[config.mk]
export PLATFORM = sky130hd
export DESIGN_NAME = vga_scanout_flat
export DESIGN_NICKNAME = d
export VERILOG_FILES = /design/src/rtl/vga_scanout_if.sv /design/src/rtl/vga_scanout.sv /design/src/flat_wrapper.sv
export SDC_FILE = /design/constraint.sdc
export NUM_CORES = 1
export LEC_CHECK = 0
export CORE_AREA = 2 2 63 65
export DETAILED_ROUTE_END_ITERATION = 7
export DIE_AREA = 0 0 65 67
export DONT_BUFFER_PORTS = 1
export GPL_TIMING_DRIVEN = 0
export PLACE_DENSITY = 0.74
export SLEW_MARGIN = 20
export SYNTH_ARGS = -nofsm -noshare
export SYNTH_HDL_FRONTEND = slang
export SYNTH_SLANG_ARGS = --single-unit
[constraint.sdc]
create_clock -name clk -period 2.23 [get_ports clk]
set_input_delay 0.3345 -clock clk [delete_from_list [all_inputs] [get_ports clk]]
set_output_delay 0.3345 -clock clk [all_outputs]
set_load 0.02 [all_outputs]
[src/rtl/vga_scanout_if.sv]
// Pixel bus between the scan-out stage, the frame memory read port and the VGA pins.
// The master is the scan-out stage; the slave is the memory / pin side.
interface vga_scanout_if;
  logic [9:0]  raddr_h_o;
  logic [8:0]  raddr_v_o;
  logic [23:0] vga_rdata_i;
  logic [7:0]  vga_r_o;
  logic [7:0]  vga_g_o;
  logic [7:0]  vga_b_o;
  logic        hsync_o;
  logic        vsync_o;
  logic        de_o;
  logic        frame_start_o;

  modport master (
    output raddr_h_o, raddr_v_o,
    input  vga_rdata_i,
    output vga_r_o, vga_g_o, vga_b_o, hsync_o, vsync_o, de_o, frame_start_o
  );

  modport slave (
    input  raddr_h_o, raddr_v_o,
    output vga_rdata_i,
    input  vga_r_o, vga_g_o, vga_b_o, hsync_o, vsync_o, de_o, frame_start_o
  );
endinterface

[src/rtl/vga_scanout.sv]
// Raster timing generator and pixel fetch stage: walks the raster, addresses the frame
// memory and registers RGB, syncs and DE together one pixel after the address is shown.
module vga_scanout #(
  parameter int H_ACTIVE = 640,
  parameter int H_FP     = 16,
  parameter int H_SYNC   = 96,
  parameter int H_BP     = 48,
  parameter int V_ACTIVE = 480,
  parameter int V_FP     = 10,
  parameter int V_SYNC   = 2,
  parameter int V_BP     = 33,
  parameter int CLK_DIV  = 4,
  parameter bit SYNC_POL = 1'b0
) (
  input  logic          clk,
  input  logic          rst,
  input  logic          en_i,
  vga_scanout_if.master vga
);

  localparam int H_TOTAL = H_ACTIVE + H_FP + H_SYNC + H_BP;
  localparam int V_TOTAL = V_ACTIVE + V_FP + V_SYNC + V_BP;
  localparam int H_W     = $clog2(H_TOTAL);
  localparam int V_W     = $clog2(V_TOTAL);
  localparam int D_W     = (CLK_DIV > 1) ? $clog2(CLK_DIV) : 1;

  localparam logic [D_W-1:0] D_LAST   = D_W'(CLK_DIV - 1);
  localparam logic [H_W-1:0] H_LAST   = H_W'(H_TOTAL - 1);
  localparam logic [H_W-1:0] H_ACT    = H_W'(H_ACTIVE);
  localparam logic [H_W-1:0] HS_BEG   = H_W'(H_ACTIVE + H_FP);
  localparam logic [H_W-1:0] HS_END   = H_W'(H_ACTIVE + H_FP + H_SYNC);
  localparam logic [V_W-1:0] V_LAST   = V_W'(V_TOTAL - 1);
  localparam logic [V_W-1:0] V_ACT    = V_W'(V_ACTIVE);
  localparam logic [V_W-1:0] VS_BEG   = V_W'(V_ACTIVE + V_FP);
  localparam logic [V_W-1:0] VS_END   = V_W'(V_ACTIVE + V_FP + V_SYNC);
  localparam logic           SYNC_IDL = ~SYNC_POL;

  logic [D_W-1:0] div_q, div_d;
  logic [H_W-1:0] h_q, h_d;
  logic [V_W-1:0] v_q, v_d;
  logic [23:0]    rgb_q, rgb_d;
  logic           de_q, de_d;
  logic           hs_q, hs_d;
  logic           vs_q, vs_d;
  logic           fs_q, fs_d;

  logic pix_tick;
  logic active;
  logic hs_zone;
  logic vs_zone;

  always_comb begin
    pix_tick = (div_q == D_LAST);
    active   = (h_q < H_ACT) && (v_q < V_ACT);
    hs_zone  = (h_q >= HS_BEG) && (h_q < HS_END);
    vs_zone  = (v_q >= VS_BEG) && (v_q < VS_END);

    // NOTE: every _d gets a default first so no path leaves a signal unassigned (no latch).
    div_d = div_q;
    h_d   = h_q;
    v_d   = v_q;
    rgb_d = rgb_q;
    de_d  = de_q;
    hs_d  = hs_q;
    vs_d  = vs_q;
    fs_d  = 1'b0;

    if (!en_i) begin
      // Disabled: abandon the frame and park in the same state reset produces.
      div_d = '0;
      h_d   = '0;
      v_d   = '0;
      rgb_d = '0;
      de_d  = 1'b0;
      hs_d  = SYNC_IDL;
      vs_d  = SYNC_IDL;
    end else if (pix_tick) begin
      div_d = '0;
      if (h_q == H_LAST) begin
        h_d = '0;
        v_d = (v_q == V_LAST) ? '0 : v_q + 1'b1;
      end else begin
        h_d = h_q + 1'b1;
      end
      // All pin outputs sample the same counter state, so they stay mutually aligned.
      rgb_d = active ? vga.vga_rdata_i : '0;
      de_d  = active;
      hs_d  = hs_zone ? SYNC_POL : SYNC_IDL;
      vs_d  = vs_zone ? SYNC_POL : SYNC_IDL;
      fs_d  = (h_q == '0) && (v_q == '0);
    end else begin
      div_d = div_q + 1'b1;
    end
  end

  always_ff @(posedge clk) begin
    // NOTE: sequential state uses non-blocking assignments so all registers update together.
    if (rst) begin
      div_q <= '0;
      h_q   <= '0;
      v_q   <= '0;
      rgb_q <= '0;
      de_q  <= 1'b0;
      hs_q  <= SYNC_IDL;
      vs_q  <= SYNC_IDL;
      fs_q  <= 1'b0;
    end else begin
      div_q <= div_d;
      h_q   <= h_d;
      v_q   <= v_d;
      rgb_q <= rgb_d;
      de_q  <= de_d;
      hs_q  <= hs_d;
      vs_q  <= vs_d;
      fs_q  <= fs_d;
    end
  end

  // Blanking addresses are forced to 0 so the memory is never read outside the array.
  assign vga.raddr_h_o     = active ? 10'(h_q) : '0;
  assign vga.raddr_v_o     = active ? 9'(v_q) : '0;
  assign vga.vga_r_o       = rgb_q[23:16];
  assign vga.vga_g_o       = rgb_q[15:8];
  assign vga.vga_b_o       = rgb_q[7:0];
  assign vga.hsync_o       = hs_q;
  assign vga.vsync_o       = vs_q;
  assign vga.de_o          = de_q;
  assign vga.frame_start_o = fs_q;

endmodule

[src/flat_wrapper.sv]
// flat-port wrapper written by rule: the top's interface ports become plain ports
module vga_scanout_flat 
#(
  parameter int H_ACTIVE = 640,
  parameter int H_FP     = 16,
  parameter int H_SYNC   = 96,
  parameter int H_BP     = 48,
  parameter int V_ACTIVE = 480,
  parameter int V_FP     = 10,
  parameter int V_SYNC   = 2,
  parameter int V_BP     = 33,
  parameter int CLK_DIV  = 4,
  parameter bit SYNC_POL = 1'b0
)
  (clk, rst, en_i, vga_raddr_h_o, vga_raddr_v_o, vga_vga_rdata_i, vga_vga_r_o, vga_vga_g_o, vga_vga_b_o, vga_hsync_o, vga_vsync_o, vga_de_o, vga_frame_start_o);
  vga_scanout_if vga_i ();
  input  logic clk;
  input  logic rst;
  input  logic en_i;
  output wire logic [$bits(vga_i.raddr_h_o)-1:0] vga_raddr_h_o;
  output wire logic [$bits(vga_i.raddr_v_o)-1:0] vga_raddr_v_o;
  input wire logic [$bits(vga_i.vga_rdata_i)-1:0] vga_vga_rdata_i;
  output wire logic [$bits(vga_i.vga_r_o)-1:0] vga_vga_r_o;
  output wire logic [$bits(vga_i.vga_g_o)-1:0] vga_vga_g_o;
  output wire logic [$bits(vga_i.vga_b_o)-1:0] vga_vga_b_o;
  output wire logic [$bits(vga_i.hsync_o)-1:0] vga_hsync_o;
  output wire logic [$bits(vga_i.vsync_o)-1:0] vga_vsync_o;
  output wire logic [$bits(vga_i.de_o)-1:0] vga_de_o;
  output wire logic [$bits(vga_i.frame_start_o)-1:0] vga_frame_start_o;
  assign vga_raddr_h_o = vga_i.raddr_h_o;
  assign vga_raddr_v_o = vga_i.raddr_v_o;
  assign vga_i.vga_rdata_i = vga_vga_rdata_i;
  assign vga_vga_r_o = vga_i.vga_r_o;
  assign vga_vga_g_o = vga_i.vga_g_o;
  assign vga_vga_b_o = vga_i.vga_b_o;
  assign vga_hsync_o = vga_i.hsync_o;
  assign vga_vsync_o = vga_i.vsync_o;
  assign vga_de_o = vga_i.de_o;
  assign vga_frame_start_o = vga_i.frame_start_o;
  vga_scanout #(.H_ACTIVE(H_ACTIVE), .H_FP(H_FP), .H_SYNC(H_SYNC), .H_BP(H_BP), .V_ACTIVE(V_ACTIVE), .V_FP(V_FP), .V_SYNC(V_SYNC), .V_BP(V_BP), .CLK_DIV(CLK_DIV), .SYNC_POL(SYNC_POL)) u_core (.clk(clk), .rst(rst), .en_i(en_i), .vga(vga_i));
endmodule
# --- Yosys cells after proc, flatten, opt, wreduce, memory -nomap -nowiden ---
# Index checks and enable logic that the tools add are counted.
word_totals:
  output_inout_bits: 47
  register_bits: 50
  elab_cells: 39
  inputBits: 27
classes:
  magnitude_cmp: 6
  bitwise: 2
  n_reduce_logical: 10
  eq_ne: 3
  n_addsub: 3
  n_mux: 7
op_table:
  columns: ["cell", "count"]
  rows:
  - ["2-to-1 mux 10 bit", 3]
  - ["2-to-1 mux 24 bit", 1]
  - ["adder 10 x 1 -> 10 bit, second input constant", 2]
  - ["== test 10 bit, second input constant", 2]
  - ["zero test 10 bit", 2]
  - ["less-than comparator 10 bit, second input constant", 2]
  - ["less-than comparator 10 x 9 -> 1 bit, second input constant", 2]
  - ["greater-or-equal comparator 10 bit, second input constant", 1]
  - ["greater-or-equal comparator 10 x 9 -> 1 bit, second input constant", 1]
  - ["2-to-1 mux 9 bit", 1]
  - ["OR reduction 3 bit", 2]
  - ["logical AND 1 bit", 4]
  - ["adder 2 x 1 -> 2 bit, second input constant", 1]
  - ["== test 2 bit, second input constant", 1]
  - ["2-to-1 mux 1 bit", 2]
  - ["inverter 1 bit", 2]
  - ["AND reduction 2 bit", 1]
  - ["OR reduction 2 bit", 1]

# --- Longest topological paths before layout ---
# Gate-level depths: netlist of run 1.
depth:
  word_depth: 3
  mapped_depth: 6
  mapped_depth_nobuf: 6

# --- Worst setup path after synthesis of run 1 ---
# OpenSTA, ideal clock, no wires.
synth_path:
  kind: "register to register"
  from: "reg u_core.h_q[0]"
  to: "reg u_core.v_q[7]"
  n_path_buf: 0
  setup_ns: 0.072
  path_stages_with_launch: 6
  required_time_ns: 2.158
  synth_period_minus_slack_ns: 1.740
  setup_slack_ns: 0.490
  t_arrival_ns: 1.667
  path_cell_list: "dfxtp_1 ha_1 nand4_1 or4_4 or3_1 a21oi_1"
synth_via:
  elab_chain_len: 2
synth_rtl:
  columns: ["item", "line", "text"]
  rows:
  - ["start: declaration", "vga_scanout.sv:39", "logic [H_W-1:0] h_q, h_d;"]
  - ["start signal: assignment", "vga_scanout.sv:100", "h_q <= '0;"]
  - ["start signal: assignment", "vga_scanout.sv:109", "h_q <= h_d;"]
  - ["== test 10 bit", "vga_scanout.sv:79", "if (h_q == H_LAST) begin"]
  - ["AND reduction 2 bit (no line)", null, null]
  - ["end signal: assignment", "vga_scanout.sv:110", "v_q <= v_d;"]
  - ["end: declaration", "vga_scanout.sv:40", "logic [V_W-1:0] v_q, v_d;"]
# Every way passes these cells.
# A chain may end at the register's enable or synchronous reset.

# --- Worst setup path after layout of run 1 ---
layout_path:
  from: "reg u_core.h_q[0]"
  to: "reg u_core.v_q[0]"
# Same word-level chain as after synthesis.

==> results.cfg, run 1 <==
[status]
run_status = finished clean

[route]
via_count = 1691
met3_wirelength_um = 334
detail_route.first_pass.iterations = 4
routed_wire_length_per_instance_um = 16.4
routed_via_density = 6.04
met1Wirelength_um = 1890
met2_routed_wirelength_um = 2270
drt_first_iter_violations = 112
drt.antenna.violating_nets = 0
detail_route.drc_violations = 0
topRoutingLayerUsed = met4
wl_um = 4600

[worst_setup_path]
end_kind = flop
crit_start = u_core.h_q[0]$_SDFFE_PP0P_
required_ns = 2.41
setup.worst_path.class = reg2reg
worst-endpoint-arrival_ns = 2.22
worstPathMaxFanout = 9
critical_path.reg2reg.startpoint = u_core.h_q[0]$_SDFFE_PP0P_
critPathLaunchType = flop

[yosys]
synth_cells = 224
synth-edff-count = 0
synth_top_cell_area_share = 0.467
synth_nets = 256
yosys.cell_count.top_type = sky130_fd_sc_hd__dfxtp_1
synthesis.area_sq_mm = 0.00214
synth.distinct_cells = 41
synth_top_cells_by_count = sky130_fd_sc_hd__dfxtp_1, sky130_fd_sc_hd__a22o_1, sky130_fd_sc_hd__nor2_1
ys_async_sr_fraction = 0
synth_seq_cells = 50
syn-mean-instance-area_sq_um = 9.56
dominantRegCellSynth = sky130_fd_sc_hd__dfxtp_1
yosysSeqAreaShare = 0.467
netlist.top_cell.by_area = sky130_fd_sc_hd__dfxtp_1
synth.area.top_cells = sky130_fd_sc_hd__dfxtp_1, sky130_fd_sc_hd__a22o_1, sky130_fd_sc_hd__and2_1, sky130_fd_sc_hd__nor2_1, sky130_fd_sc_hd__xor2_1
yosysWarnings = 0

[grt]
grt_start_max_net_pins = 16
first_global_vias = 1669
antenna_found_initial = 0
grt_remaining_overflow = 0
first_pass_grt_wire_length_um = 7560
gr-usage-all-layers = 0.229

[power_and_ir_drop]
power.ir.vdd_worst_mv = 0.466
cellPowerDensity_mw_per_mm2 = 664
p_leak_nw = 0.887

[timing]
tightest_slew_ns = 0.700
final_max_slew_viol_count = 0
setup_violations = 0
min_period_over_period = 0.916
clock-skew-final_ns = 0.00827
fmax_mhz = 490
fin_setup_tns_ns = 0
grt_setup_unrepaired = no
hold_violations = 0
timing.slew.headroom = 0.530
post-route-min-period_ns = 2.04

[cts]
cts-root-to-sink-buffers = 2
total_cts_buffers = 5
clk_pin_slew_ns = 0.09
clock_sink_count = 50
clkLatencyLatePin_ns = 0.31
cts_tree = built
max_h_tree_level = 2
post_cts_buffers = 0
cts_hold_repair.buffers = 0
clk_root_buffer_cell = sky130_fd_sc_hd__clkbuf_8

[die]
dieHeight_um = 67
floorplan.io_pins = 74
die_outline_width_um = 65
fp-row-count = 22
core-area_sq_mm = 0.00361
fp.dieArea_sq_mm = 0.00436
floorplan.initialDensity = 0.594

[layout]
diodes = 0
finalNetCount = 263
layout-drive-gt1-share = 0.0948
final-instance-count-excl-fill = 280
area.growth.synth_to_final_pct = 8.53
num-fill-cells = 301
post-route-util = 0.645

[run]
timing.max_cap.violations = 0

[placed_design]
port-buffer-count = 0
placed_cells = 272
gp_routability_congestion = 0.843
hpwl_after_dpl_um = 3430

[worst_hold_path]
worstHoldPathType = in2reg
min-delay-start = vga_vga_rdata_i[1]
==> kinds of logic after synthesis <==
logic type                 after synthesis  share of synthesized area
and+or+nand+nor                         95                      0.258
DFF                                     50                      0.467
AOI/OAI and AO/OA                       42                      0.150
buffers and inverters                   19                     0.0421
xor gates and xnor gates                13                     0.0532
adders and majority gates                5                     0.0292
==> critical path, cell delays in order, from the launching register on <==
cell,delay (ns)
sky130_fd_sc_hd__dfxtp_1,0.39
sky130_fd_sc_hd__ha_1,0.22
sky130_fd_sc_hd__and4_1,0.19
sky130_fd_sc_hd__buf_2,0.17
sky130_fd_sc_hd__nand3_1,0.22
sky130_fd_sc_hd__o21ai_1,0.62
sky130_fd_sc_hd__nor2_1,0.11
==> layer usage <==
layer  GRT usage  vias up
li1            -      816
met3      0.0676       13
met4      0.0931        0
met2       0.392       72
met1       0.269      790
met5           0        -
==> cells in the final DEF (no fill, tap or decap), types with 2 or more instances in the layout <==
cell,n
sky130_fd_sc_hd__a21oi_1,6
sky130_fd_sc_hd__a22o_1,24
sky130_fd_sc_hd__and2_1,14
sky130_fd_sc_hd__and2_2,2
sky130_fd_sc_hd__and3_1,2
sky130_fd_sc_hd__and4_1,3
sky130_fd_sc_hd__buf_6,2
sky130_fd_sc_hd__clkbuf_1,10
sky130_fd_sc_hd__clkbuf_2,3
sky130_fd_sc_hd__clkbuf_8,5
sky130_fd_sc_hd__dfxtp_1,50
sky130_fd_sc_hd__ha_1,5
sky130_fd_sc_hd__inv_1,4
sky130_fd_sc_hd__nand2_1,8
sky130_fd_sc_hd__nand2b_1,3
sky130_fd_sc_hd__nand3_1,8
sky130_fd_sc_hd__nand4_1,7
sky130_fd_sc_hd__nor2_1,20
sky130_fd_sc_hd__nor2b_1,2
sky130_fd_sc_hd__nor3_1,7
sky130_fd_sc_hd__nor4_1,4
sky130_fd_sc_hd__o21ai_0,4
sky130_fd_sc_hd__o21ai_1,2
sky130_fd_sc_hd__o311ai_0,2
sky130_fd_sc_hd__or3_1,3
sky130_fd_sc_hd__xnor2_1,5
sky130_fd_sc_hd__xor2_1,8
==> path summary, 6_finish.rpt <==
check             depth (start not counted)  slack, ns                            to
setup reg to reg                          6       0.19    u_core.v_q[0]$_SDFFE_PP0P_
setup / recovery                          6       0.19    u_core.v_q[0]$_SDFFE_PP0P_
hold reg to reg                           1       0.43    u_core.div_q[0]$_SDFF_PP0_
hold / removal                            1       0.15  u_core.rgb_q[1]$_SDFFE_PP0P_
==> power by group <==
group | internal [mW] | leakage, nW | total [mW] | switching, mW
Sequential | 0.895 | 0.403 | 0.898 | 0.00310
Clock | 0.334 | 0.0514 | 0.623 | 0.289
Combinational | 0.00564 | 0.433 | 0.0233 | 0.0177
==> final cells by class <==
| cell class | count | area, sq um | area share |
|---|---|---|---|
| Tap cell | 48 | 60.1 | 0.0258 |
| Clock buffer | 6 | 72.6 | 0.0312 |
| Clock inverter | 2 | 37.5 | 0.0161 |
| Inverter | 4 | 15.0 | 0.00646 |
| Sequential cell | 50 | 1000 | 0.431 |
| Buffer | 15 | 76.3 | 0.0328 |
| Multi-Input combinational cell | 155 | 1060 | 0.457 |
==> metrics by stage <==
step	setup slack, ns	hold slack (ns)	power [mW]	instance area [sq um]
5_1_grt	0.0103	0.140	1.60	2320
3_3_place_gp	0.260	0.415	0.942	2200
2_1_floorplan	0.490	0.404	0.936	2140
6_report	0.187	0.150	1.54	2320
3_5_place_dp	0.201	0.424	0.943	2200
4_1_cts	0.0299	0.147	1.56	2320
==> flip-flops by register name, indices dropped and copies added, names as in the netlist <==
name and cells:
u_core.div_q 2, u_core.h_q 10, u_core.rgb_q 24, u_core.v_q 10
u_core.vga.de_o 1, u_core.vga.frame_start_o 1, u_core.vga.hsync_o 1, u_core.vga.vsync_o 1
==> what timing repair did <==
item                       in CTS  in global routing
pin swaps                       0                  0
setup endpoints to repair      10                 10
resized for setup               2                  4
gates cloned                    0                  0
No activity file was read; power rests on OpenSTA's default activity.
==> run 2: changes to the inputs <==
Settings changed: GPL_TIMING_DRIVEN 0 to unset.
==> run 2 against run 1 <==
Effect of this change:
- sequential share of layout area barely moved
- critical endpoint is now vga_raddr_h_o[2]
- non-clock buffer count fell by 4
- register-to-register slack improved by 0.11 ns
- sequential cell count did not move
- global-route usage fell by 0.29 points
- largest cell class unchanged
- clock skew fell by 0.0040 ns
==> results.cfg, run 2 (synthesis results as in run 1) <==
[placed_design]
placed_cells = 268
gp_routability_congestion = 0.872
port-buffer-count = 0
hpwl_after_dpl_um = 3310
preCtsSetupSlack_ns = 0.259

[power_and_ir_drop]
power_frac_clock = 0.403
power.ir.vdd_worst_mv = 0.496
power.sequential.fraction = 0.582
internal_power_mw = 1.24
p_leak_nw = 0.904
cellPowerDensity_mw_per_mm2 = 664
total_switching_power_mw = 0.307
sw_frac_of_total = 0.199
combinationalPowerShare = 0.016

[worst_setup_path]
worstPathMaxFanout = 15
end_kind = output pin
setup.worst_path.class = reg2out
worst-endpoint-arrival_ns = 1.67
required_ns = 1.90
critPathLaunchType = flop

[layout]
multi_input_area_sq_mm = 0.00106
layout-drive-gt1-share = 0.110
layout_commonest_cell = sky130_fd_sc_hd__dfxtp_1
number_of_flip_flops_under_the_largest_register_name = 24
layout_top_registers = u_core.rgb_q x24, u_core.h_q x10, u_core.v_q x10
finalNetCount = 259
final-instance-count-excl-fill = 276
num-fill-cells = 316
area.growth.synth_to_final_pct = 8.64
post-route-util = 0.645
sequential_cell_area_sq_mm = 0.00100
diodes = 0
layout.cells.most_common_list = sky130_fd_sc_hd__dfxtp_1, sky130_fd_sc_hd__a22o_1, sky130_fd_sc_hd__nor2_1
largest-register = u_core.rgb_q

[die]
die_outline_width_um = 65
core-area_sq_mm = 0.00361
floorplan.initialDensity = 0.594
fp.dieArea_sq_mm = 0.00436
fp-row-count = 22
floorplan.io_pins = 74
dieHeight_um = 67

[run]
timing.max_cap.violations = 0

[grt]
grt_start_max_net_pins = 27
gr-usage-all-layers = 0.227
first_global_vias = 1635
grt_remaining_overflow = 0
first_pass_grt_wire_length_um = 7470
antenna_found_initial = 0

[cts]
post_cts_buffers = 0
max_h_tree_level = 2
clock_sink_count = 50
cts-root-to-sink-buffers = 2
clk_root_buffer_cell = sky130_fd_sc_hd__clkbuf_8
cts_tree = built
clkLatencyLatePin_ns = 0.30
clk_pin_slew_ns = 0.09
total_cts_buffers = 5

[timing]
setup_violations = 0
fmax_mhz = 500
hold_violations = 0
timing.final.ws_setup_ns = 0.230
post-route-min-period_ns = 2.00
fin_setup_tns_ns = 0
timing.slew.headroom = 0.735
final_max_slew_viol_count = 0
min_period_over_period = 0.897
clock-skew-final_ns = 0.00426
grt_setup_unrepaired = no
tightest_slew_ns = 0.393

[worst_hold_path]
worstHoldPathType = in2reg

[route]
routed_via_density = 6.11
detail_route.first_pass.iterations = 5
detail_route.drc_violations = 0
drt.antenna.violating_nets = 0
via_count = 1687
drt_first_iter_violations = 160
wl_um = 4640
routed_wire_length_per_instance_um = 16.8

[status]
run_status = finished clean
[run 2: cell count changes in the layout (fill, tap and decap cells not counted)]
| cell | change |
|---|---|
| sky130_fd_sc_hd__and2_1 | +1 |
| sky130_fd_sc_hd__and2_2 | -1 |
| sky130_fd_sc_hd__buf_2 | -1 |
| sky130_fd_sc_hd__buf_4 | +11 |
| sky130_fd_sc_hd__buf_6 | -2 |
| sky130_fd_sc_hd__clkbuf_1 | -9 |
| sky130_fd_sc_hd__clkbuf_2 | -3 |
| sky130_fd_sc_hd__nand2_1 | +1 |
| sky130_fd_sc_hd__nand2_2 | -1 |
| sky130_fd_sc_hd__o21ai_0 | +1 |
| sky130_fd_sc_hd__o21ai_1 | -1 |
[run 2: final cells by class]
cell class              instances  share of cell area
clock buffers                   6              0.0312
clock inverters                 2              0.0161
inverters                       4             0.00645
multi-input cells             155               0.455
flip-flops and latches         50               0.430
well taps                      48              0.0258
repair buffers                 11              0.0355
[run 2: worst paths after layout]
| path | start | end | slack (ns) | cells past startpoint |
|---|---|---|---|---|
| hold / removal | vga_vga_rdata_i[5] | u_core.rgb_q[5]$_SDFFE_PP0P_ | 0.15 | 1 |
| setup / recovery | u_core.v_q[6]$_SDFFE_PP0P_ | vga_raddr_h_o[2] | 0.23 | 4 |
| setup reg to reg | u_core.h_q[0]$_SDFFE_PP0P_ | u_core.v_q[7]$_SDFFE_PP0P_ | 0.30 | 5 |
| hold reg to reg | u_core.div_q[0]$_SDFF_PP0_ | u_core.div_q[0]$_SDFF_PP0_ | 0.45 | 1 |
[run 2: power groups by stage]
stage / clock network, mW / registers, mW / logic, mW
CTS: 0.630 / 0.898 / 0.0252
global placement: 0 / 0.919 / 0.0242
finish: 0.622 / 0.898 / 0.0245
detailed placement: 0 / 0.919 / 0.0252
floorplan: 0 / 0.919 / 0.0175
global route: 0.672 / 0.899 / 0.0283
[run 2: timing repair]
item | 4_1_cts | 5_1_grt
endpoints found under the setup margin | 15 | 1
gates cloned | 0 | 0
hold buffers | 0 | 0
resized for setup | 1 | 1
pin swaps | 0 | 0
[run 2: worst max-delay path, stage by stage (launching register included)]
cell	delay, ns
sky130_fd_sc_hd__dfxtp_1	0.38
sky130_fd_sc_hd__nand4_1	0.21
sky130_fd_sc_hd__nand2_1	0.21
sky130_fd_sc_hd__nor2_4	0.27
sky130_fd_sc_hd__and2_1	0.30
[run 2: metal layers]
metal,track usage,part of all wire,vias to the layer above
met5,0,0,-
met4,0.112,0.018,0
met3,0.0490,0.085,10
met2,0.379,0.49,93
met1,0.276,0.41,776
li1,-,-,808
[run 2: through the flow]
step	hold slack, ns	total power, mW	instance area, sq um
after floorplan	0.404	0.936	2140
after global placement	0.413	0.943	2210
after detailed placement	0.438	0.944	2210
after CTS	0.148	1.55	2320
after global routing	0.146	1.60	2330
final	0.152	1.54	2330
==> run 3: changes to the inputs <==
==> constraint.sdc (replaced) <==
create_clock -name clk -period 2.23 [get_ports clk]
set_input_delay 0.446 -clock clk [delete_from_list [all_inputs] [get_ports clk]]
set_output_delay 0.446 -clock clk [all_outputs]
set_load 0.02 [all_outputs]
==> run 3 against run 2 <==
Effect of this change:
- critical path depth is 1 higher
- count of clock-buffer cells in the layout rose by 2
- routed wire length down 3.4%
- combinational power shrank 4%
- die area unchanged
- maximum frequency decreased by 3.4%
- critical endpoint is now vga_raddr_h_o[8]
- largest cell class unchanged
==> results.cfg, run 3 (synthesis results as in run 1) <==
[power_and_ir_drop]
total_switching_power_mw = 0.297
power_frac_clock = 0.390
cellPowerDensity_mw_per_mm2 = 653
power.sequential.fraction = 0.594
power.ir.vdd_worst_mv = 0.515
p_leak_nw = 0.900
internal_power_mw = 1.21
sw_frac_of_total = 0.196
combinationalPowerShare = 0.016

[timing]
final_max_slew_viol_count = 0
tightest_slew_ns = 0.466
hold_violations = 0
setup_violations = 0
fmax_mhz = 483
grt_setup_unrepaired = no
clock-skew-final_ns = 0.0109
timing.slew.headroom = 0.688
fin_setup_tns_ns = 0
post-route-min-period_ns = 2.07
timing.final.ws_setup_ns = 0.158
min_period_over_period = 0.929

[die]
floorplan.initialDensity = 0.594
die_outline_width_um = 65
fp-row-count = 22
floorplan.io_pins = 74
dieHeight_um = 67
fp.dieArea_sq_mm = 0.00436
core-area_sq_mm = 0.00361

[worst_hold_path]
number_of_cells_traversed_by_the_worst_hold_path = 1
min-delay-start = vga_vga_rdata_i[17]
worstHoldPathType = in2reg
hold_path_end = u_core.rgb_q[17]$_SDFFE_PP0P_

[worst_setup_path]
critical_path.reg2reg.startpoint = u_core.h_q[1]$_SDFFE_PP0P_
critPathLaunchType = flop
setup.worst_path.class = reg2out
required_ns = 1.78
r2r_cells = 5
worstPathMaxFanout = 15
r2r_slack_ns = 0.31
worst-endpoint-arrival_ns = 1.63
critical_path.reg2reg.endpoint = u_core.v_q[7]$_SDFFE_PP0P_
end_kind = output pin

[layout]
largest-register = u_core.rgb_q
area.growth.synth_to_final_pct = 8.06
layout.cells.most_common_list = sky130_fd_sc_hd__dfxtp_1, sky130_fd_sc_hd__a22o_1, sky130_fd_sc_hd__nor2_1
diodes = 0
layout_top_registers = u_core.rgb_q x24, u_core.h_q x10, u_core.v_q x10
layout-drive-gt1-share = 0.110
number_of_flip_flops_under_the_largest_register_name = 24
finalNetCount = 258
layout_commonest_cell = sky130_fd_sc_hd__dfxtp_1

[cts]
clk_root_buffer_cell = sky130_fd_sc_hd__clkbuf_8
total_cts_buffers = 5
clk_pin_slew_ns = 0.09
max_h_tree_level = 2
clkLatencyLatePin_ns = 0.30
cts_hold_repair.buffers = 0
cts_tree = built
cts-root-to-sink-buffers = 2
clock_sink_count = 50

[grt]
first_global_vias = 1558
antenna_found_initial = 0
grt_remaining_overflow = 0
grt_start_max_net_pins = 27
first_pass_grt_wire_length_um = 7250
gr-usage-all-layers = 0.217

[route]
detail_route.drc_violations = 0
detail_route.first_pass.iterations = 4
drt_first_iter_violations = 142
routed_wire_length_per_instance_um = 16.3
via_count = 1681
routed_via_density = 6.11
drt.antenna.violating_nets = 0
wl_um = 4480

[run]
timing.max_cap.violations = 0

[placed_design]
gp_routability_congestion = 0.950
preCtsSetupSlack_ns = 0.330
hpwl_after_dpl_um = 3280
port-buffer-count = 0

[status]
run_status = finished clean
## run 3: cell count changes in the layout (fill, tap and decap cells not counted), sizes merged
cell,delta
clkbuf,+2
clkinvlp,-1
bufinv,-1
buf,-1
## run 3: critical path, cell delays in order (launching register included)
cell and delay, ns:
sky130_fd_sc_hd__dfxtp_1 0.43, sky130_fd_sc_hd__nand4_1 0.22, sky130_fd_sc_hd__nand2_2 0.19, sky130_fd_sc_hd__nor2_1 0.07, sky130_fd_sc_hd__buf_4 0.18, sky130_fd_sc_hd__and2_2 0.24
## run 3: area by class of cell
type,count,area [sq um]
fillers,310,1290
multi-input cells,155,1050
flip-flops and latches,50,1000
clock buffers,8,110
repair buffers,10,75.1
well taps,48,60.1
inverters,4,15.0
## run 3: power groups by stage
stage	sequential, mW	clock, mW	combinational, mW
CTS	0.898	0.604	0.0238
detailed placement	0.919	0	0.0239
floorplan	0.919	0	0.0175
finish	0.898	0.590	0.0234
global route	0.899	0.646	0.0266
global placement	0.919	0	0.0227
## run 3: timing repair
item	in CTS	in global routing
resized for setup	0	2
buffers inserted	0	0
setup endpoints to repair	0	15
## run 3: worst max path at each step
stage	slack, ns	to	from
floorplan	0.48	vga_raddr_h_o[2]	u_core.h_q[8]$_SDFFE_PP0P_
global placement	0.42	u_core.v_q[7]$_SDFFE_PP0P_	u_core.h_q[0]$_SDFFE_PP0P_
detailed placement	0.33	u_core.v_q[7]$_SDFFE_PP0P_	u_core.h_q[1]$_SDFFE_PP0P_
CTS	0.05	vga_raddr_h_o[7]	u_core.h_q[8]$_SDFFE_PP0P_
global route	0.03	vga_raddr_h_o[9]	u_core.h_q[8]$_SDFFE_PP0P_
finish	0.16	vga_raddr_h_o[8]	u_core.v_q[6]$_SDFFE_PP0P_
## run 3: metal layers
| metal | global-route usage | vias to the layer above | part of all wire |
|---|---|---|---|
| met4 | 0.0984 | 0 | 0.020 |
| met3 | 0.0389 | 8 | 0.066 |
| li1 | - | 809 | - |
| met1 | 0.283 | 787 | 0.43 |
| met5 | 0 | - | 0 |
| met2 | 0.349 | 77 | 0.48 |
## run 3: stage by stage
stage	instances	area (sq um)	total power [mW]	hold WS, ns	utilization
2_1_floorplan	224	2140	0.936	0.404	-
3_3_place_gp	267	2200	0.942	0.413	0.611
3_5_place_dp	267	2200	0.943	0.421	0.611
4_1_cts	275	2310	1.53	0.256	0.641
5_1_grt	275	2310	1.57	0.260	0.642
6_report	275	2310	1.51	0.264	0.642
